## src/rtl/bram32_pkg.sv

```systemverilog
// ---------------------------------------------------------------------------
// bram32_pkg
// Shared constants and loader state encoding for the 32-entry, 13-bit
// multi-read-port sample buffer. Used by the write-side loader, the buffer
// itself and the read-side consumers so that geometry stays in one place.
//   DEPTH  : words per frame (equals buffer depth, power of two)
//   ADDR_W : log2(DEPTH)
//   DATA_W : sample width
// ---------------------------------------------------------------------------
package bram32_pkg;

    localparam int DEPTH  = 32;
    localparam int ADDR_W = 5;
    localparam int DATA_W = 13;

    typedef enum logic [1:0] {
        IDLE = 2'd0,
        FILL = 2'd1,
        FULL = 2'd2
    } loader_state_e;

endpackage : bram32_pkg

```

## src/rtl/bram32_loader.sv

```systemverilog
// ---------------------------------------------------------------------------
// bram32_loader
// Write-side loader for the bram32 sample buffer. Accepts one frame of DEPTH
// samples over a valid/ready stream and writes them to buffer addresses
// 0..DEPTH-1, then holds the frame and raises frame_full until the consumer
// pulses frame_release. The loader is the only driver of the buffer's write
// port.
//
// Ports:
//   clk           in   clock, rising edge
//   rst_n         in   asynchronous active-low reset
//   frame_start   in   pulse, arms a new fill (honoured only in IDLE)
//   s_valid       in   input sample valid
//   s_data        in   input sample [DATA_W]
//   s_ready       out  sample accepted this cycle (FILL state)
//   s_last        in   final-sample marker        (LOADER_LAST_CHECK_EN only)
//   write_en      out  buffer write strobe
//   write_addr    out  buffer write address [ADDR_W]
//   write_data    out  buffer write data [DATA_W]
//   fill_level    out  samples accepted this frame, 0..DEPTH [ADDR_W+1]
//   frame_full    out  buffer holds a complete frame
//   frame_release in   pulse from consumer, frees the buffer
//   len_err       out  sticky length error        (LOADER_LAST_CHECK_EN only)
//
// Configuration macro: LOADER_LAST_CHECK_EN adds s_last/len_err and the
// frame-length check. Without it those ports and the logic are absent.
// ---------------------------------------------------------------------------
module bram32_loader
    import bram32_pkg::*;
(
    input  logic              clk,
    input  logic              rst_n,
    input  logic              frame_start,
    input  logic              s_valid,
    input  logic [DATA_W-1:0] s_data,
    output logic              s_ready,
`ifdef LOADER_LAST_CHECK_EN
    input  logic              s_last,
    output logic              len_err,
`endif
    output logic              write_en,
    output logic [ADDR_W-1:0] write_addr,
    output logic [DATA_W-1:0] write_data,
    output logic [ADDR_W:0]   fill_level,
    output logic              frame_full,
    input  logic              frame_release
);

    loader_state_e     state_q;
    logic              write_en_q;
    logic [ADDR_W-1:0] write_addr_q;
    logic [DATA_W-1:0] write_data_q;
    logic [ADDR_W:0]   fill_level_q;
    logic [ADDR_W:0]   fill_level_d;
    logic              frame_full_q;
    logic              last_slot;
`ifdef LOADER_LAST_CHECK_EN
    logic              len_err_q;
`endif

    assign fill_level_d = fill_level_q + (ADDR_W+1)'(1);
    assign last_slot    = (fill_level_q == (ADDR_W+1)'(DEPTH - 1));

    always_ff @(posedge clk or negedge rst_n) begin
        if (!rst_n) begin
            state_q      <= IDLE;
            write_en_q   <= 1'b0;
            write_addr_q <= '0;
            write_data_q <= '0;
            fill_level_q <= '0;
            frame_full_q <= 1'b0;
`ifdef LOADER_LAST_CHECK_EN
            len_err_q    <= 1'b0;
`endif
        end else begin
            // Strobe is a single-cycle pulse per handshake; address/data hold.
            write_en_q <= 1'b0;
            case (state_q)
                IDLE: begin
                    frame_full_q <= 1'b0;
                    if (frame_start) begin
                        state_q      <= FILL;
                        fill_level_q <= '0;
`ifdef LOADER_LAST_CHECK_EN
                        len_err_q    <= 1'b0;
`endif
                    end
                end
                FILL: begin
                    frame_full_q <= 1'b0;
                    // s_ready is 1 throughout FILL, so s_valid alone is the handshake.
                    if (s_valid) begin
                        write_en_q   <= 1'b1;
                        write_addr_q <= fill_level_q[ADDR_W-1:0];
                        write_data_q <= s_data;
                        fill_level_q <= fill_level_d;
                        if (last_slot) begin
                            state_q <= FULL;
                        end
`ifdef LOADER_LAST_CHECK_EN
                        if (s_last != last_slot) begin
                            len_err_q <= 1'b1;
                        end
`endif
                    end
                end
                FULL: begin
                    // frame_full lags entry into FULL by one cycle so it only
                    // rises once the final write has landed in the buffer.
                    if (frame_release) begin
                        state_q      <= IDLE;
                        frame_full_q <= 1'b0;
                    end else begin
                        frame_full_q <= 1'b1;
                    end
                end
                default: begin
                    state_q      <= IDLE;
                    frame_full_q <= 1'b0;
                end
            endcase
        end
    end

    // Decoded from the state register only: no input-to-ready path.
    assign s_ready    = (state_q == FILL);
    assign write_en   = write_en_q;
    assign write_addr = write_addr_q;
    assign write_data = write_data_q;
    assign fill_level = fill_level_q;
    assign frame_full = frame_full_q;
`ifdef LOADER_LAST_CHECK_EN
    assign len_err    = len_err_q;
`endif

endmodule : bram32_loader

```

## config.mk

```make
export PLATFORM = sky130hd
export DESIGN_NAME = bram32_loader
export DESIGN_NICKNAME = d
export VERILOG_FILES = /design/src/rtl/bram32_pkg.sv /design/src/rtl/bram32_loader.sv
export SDC_FILE = /design/constraint.sdc
export NUM_CORES = 1
export LEC_CHECK = 0
export BUFFER_PORTS_ARGS = -buffer_cell sky130_fd_sc_hd__buf_2
export CAP_MARGIN = 30
export CORE_ASPECT_RATIO = 0.75
export CORE_MARGIN = 2
export CORE_UTILIZATION = 53
export CTS_BUF_LIST = sky130_fd_sc_hd__clkbuf_4 sky130_fd_sc_hd__clkbuf_8
export DETAILED_ROUTE_END_ITERATION = 10
export HOLD_SLACK_MARGIN = 0.05
export PLACE_DENSITY = 0.86
export SLEW_MARGIN = 20
export SYNTH_ARGS = -nofsm -noshare
export SYNTH_HDL_FRONTEND = slang
export SYNTH_SLANG_ARGS = --single-unit
```

## constraint.sdc

```tcl
create_clock -name clk -period 4.3 [get_ports clk]
set_clock_uncertainty 0.1 [all_clocks]
set_input_delay 0.215 -clock clk [delete_from_list [all_inputs] [get_ports clk]]
set_output_delay 0.215 -clock clk [all_outputs]
set_load 0.02 [all_outputs]
```

==> impl_metrics.json <==
{
  "avgSynthCellArea_um2": 9.73,
  "clock-sinks": 28,
  "final_max_slew_viol_count": 0,
  "vias": 1014,
  "syn_nets": 138,
  "avgViaCountPerCell": 5.02,
  "die_area_um2": 2580,
  "ctsLongestPathBuffers": 2,
  "ys_seq_area_frac": 0.605,
  "core_area_um2": 2030,
  "routed_wl_um": 2580,
  "setup.worst_path.end_class": "flop",
  "final_util": 0.775,
  "cts_hold_buf": 15,
  "drive_above_1_share": 0.292,
  "port_buffers": 44,
  "setup_viol": 0,
  "insertion_delay_ns": 0.32,
  "maxCapViolations": 0,
  "final_cells": 202,
  "path_cells": "nand3b_4 -> clkinv_1 -> nand4_1 -> mux2_2",
  "fin_nets": 198,
  "fmaxAchievable_mhz": 489,
  "synth_cell_types": 30,
  "slowest_stage": "dfrtp_1",
  "numCtsBuffers": 3,
  "min_path_type": "in -> reg",
  "holdWs_ns": 0.147,
  "setup_tns_ns": 0,
  "std_cell_rows": 14,
  "dp_cells": 183,
  "dpl_worst_slack_ns": 2.28,
  "pin_count": 45,
  "areaGrowthSynthToFinish_pct": 36.0,
  "ir_drop_v": 0.000426,
  "grt_pass1_wl_um": 3980,
  "ys.warnings.count": 0,
  "cts.clk_slew.worst_paths_ns": 0.13,
  "finalWorstSetupSlack_ns": 2.25,
  "cts_root_buf": "clkbuf_4",
  "rsz0062_at_grt": "no",
  "post-route-min-period_ns": 2.05,
  "grt_max_degree": 29,
  "avgRoutedWirePerCell_um": 12.8,
  "startpoint_type": "flop",
  "power.density_nw_per_um2": 506,
  "cts_htree_levels": 1,
  "die_w_um": 58.0,
  "die_h_um": 44.5,
  "dr.pass1.iters": 4,
  "synth-seq-cells": 28,
  "slowest_delay_ns": 0.51,
  "netlist_instances": 119,
  "antenna_cells": 0,
  "initial_core_util": 0.570,
  "leakage_nw": 0.848,
  "drt_iter0_drc": 24,
  "finalHoldViolCount": 0,
  "antenna_found_initial": 0,
  "grt_overflow": 0,
  "hpwl_um": 1750,
  "cts_setup_buffers": 0,
  "cts_resized": 0,
  "arrival_ns": 2.17,
  "worstSetupPathType": "reg -> reg",
  "track_usage": 0.212,
  "period_share": 0.476,
  "tightest_slew_ns": 0.594,
  "grt_pass1_vias": 955,
  "relSlewSlack": 0.604,
  "gp_congestion": 0.783,
  "drc": 0,
  "status": "completed",
  "critPathMaxFanout": 26,
  "ant_nets": 0,
  "netlist_area_um2": 1160,
  "cts_tree": "built",
  "cp.required_ns": 4.43
}
## final timing paths
| path | from | to | slack (ns) | cells past startpoint |
|---|---|---|---|---|
| max reg2reg | state_q[0] | fill_level[4] | 2.25 | 4 |
| min | s_valid | state_q[0] | 0.15 | 3 |
| min reg2reg | write_data[4] | write_data[4] | 0.39 | 2 |
| max in group asynchronous | rst_n | write_data[11] | 3.40 | 2 |
| max | state_q[0] | fill_level[4] | 2.25 | 4 |
| min in group asynchronous | rst_n | write_data[0] | 0.32 | 2 |
## placed cells by master, fill, tap and decap left out, types with 2 or more instances in the layout
cell           instances
nand2_1               52
buf_2                 44
dfrtp_1               28
dlygate4sd3_1         15
inv_1                  4
o21ai_0                4
clkbuf_4               3
nand3_1                2
nor2_1                 2
a21oi_1                2
a22o_1                 2
## flip-flops by register name (all words and copies together) (netlist names)
| register | flops |
|---|---|
| write_data | 13 |
| fill_level | 6 |
| frame_full | 1 |
| write_addr | 5 |
| write_en | 1 |
| state_q | 2 |
## metrics by stage
step / instance area [um2] / power (mW)
2_1_floorplan: 1160 / 0.561
3_3_place_gp: 1390 / 0.658
3_5_place_dp: 1390 / 0.666
4_1_cts: 1570 / 0.801
5_1_grt: 1570 / 0.850
6_report: 1570 / 0.796
## logic make-up after synthesis
group | after synthesis | share of synthesized area
AO/OA/AOI/OAI | 12 | 0.0681
multiplexers | 2 | 0.0184
AND/OR/NAND/NOR | 66 | 0.256
buffers and inverters | 9 | 0.0335
adder cells (fa/ha/maj) | 1 | 0.0108
flip-flops | 28 | 0.605
XOR/XNOR | 1 | 0.00757
## critical path: cells and delay by family (launching register included)
family,cells,cell delay [ns]
buffers and inverters,1,0.46
DFF,1,0.51
muxes,1,0.34
and+or+nand+nor,2,0.54
## cell type report
cell class | count | area (um2)
inverters | 5 | 18.8
multi-input cells | 82 | 418
fillers | 140 | 458
clock buffers | 4 | 36.3
flip-flops and latches | 28 | 701
well taps | 24 | 30.0
repair buffers | 59 | 370
## routing by layer
layer / wire, um / track usage / vias up
li1: - / - / 501
met1: 1110 / 0.247 / 467
met2: 1300 / 0.380 / 44
met3: 155 / 0.0643 / 2
met4: 20 / 0.0698 / 0
met5: 0 / 0 / -
## synthesized netlist by cell type
master,instances,area [um2]
a21oi_1,2,10.0
a22o_1,2,17.5
buf_2,1,5.00
buf_4,1,7.51
clkbuf_1,2,7.51
clkinv_1,1,3.75
dfrtp_1,28,701
ha_1,1,12.5
inv_1,4,15.0
mux2_2,1,11.3
mux2i_1,1,10.0
nand2_1,52,195
nand3_1,2,10.0
nand3b_4,1,20.0
nand4_1,1,6.26
nand4b_1,1,8.76
nor2_1,2,7.51
nor2b_1,1,6.26
nor3_1,1,5.00
nor3b_1,1,7.51
o21ai_0,4,20.0
o21ba_2,1,10.0
o21bai_1,1,7.51
o22ai_1,1,6.26
o31ai_1,1,7.51
or2b_1,1,7.51
or3_1,1,6.26
or3b_2,1,8.76
or4_1,1,7.51
xor2_1,1,8.76
## power breakdown
part           internal [mW]  total [mW]  switching, mW
clock network         0.0519       0.123         0.0712
logic                  0.108       0.287          0.179
registers              0.327       0.386         0.0591
Note: power is estimated with default switching activity, not from simulation.
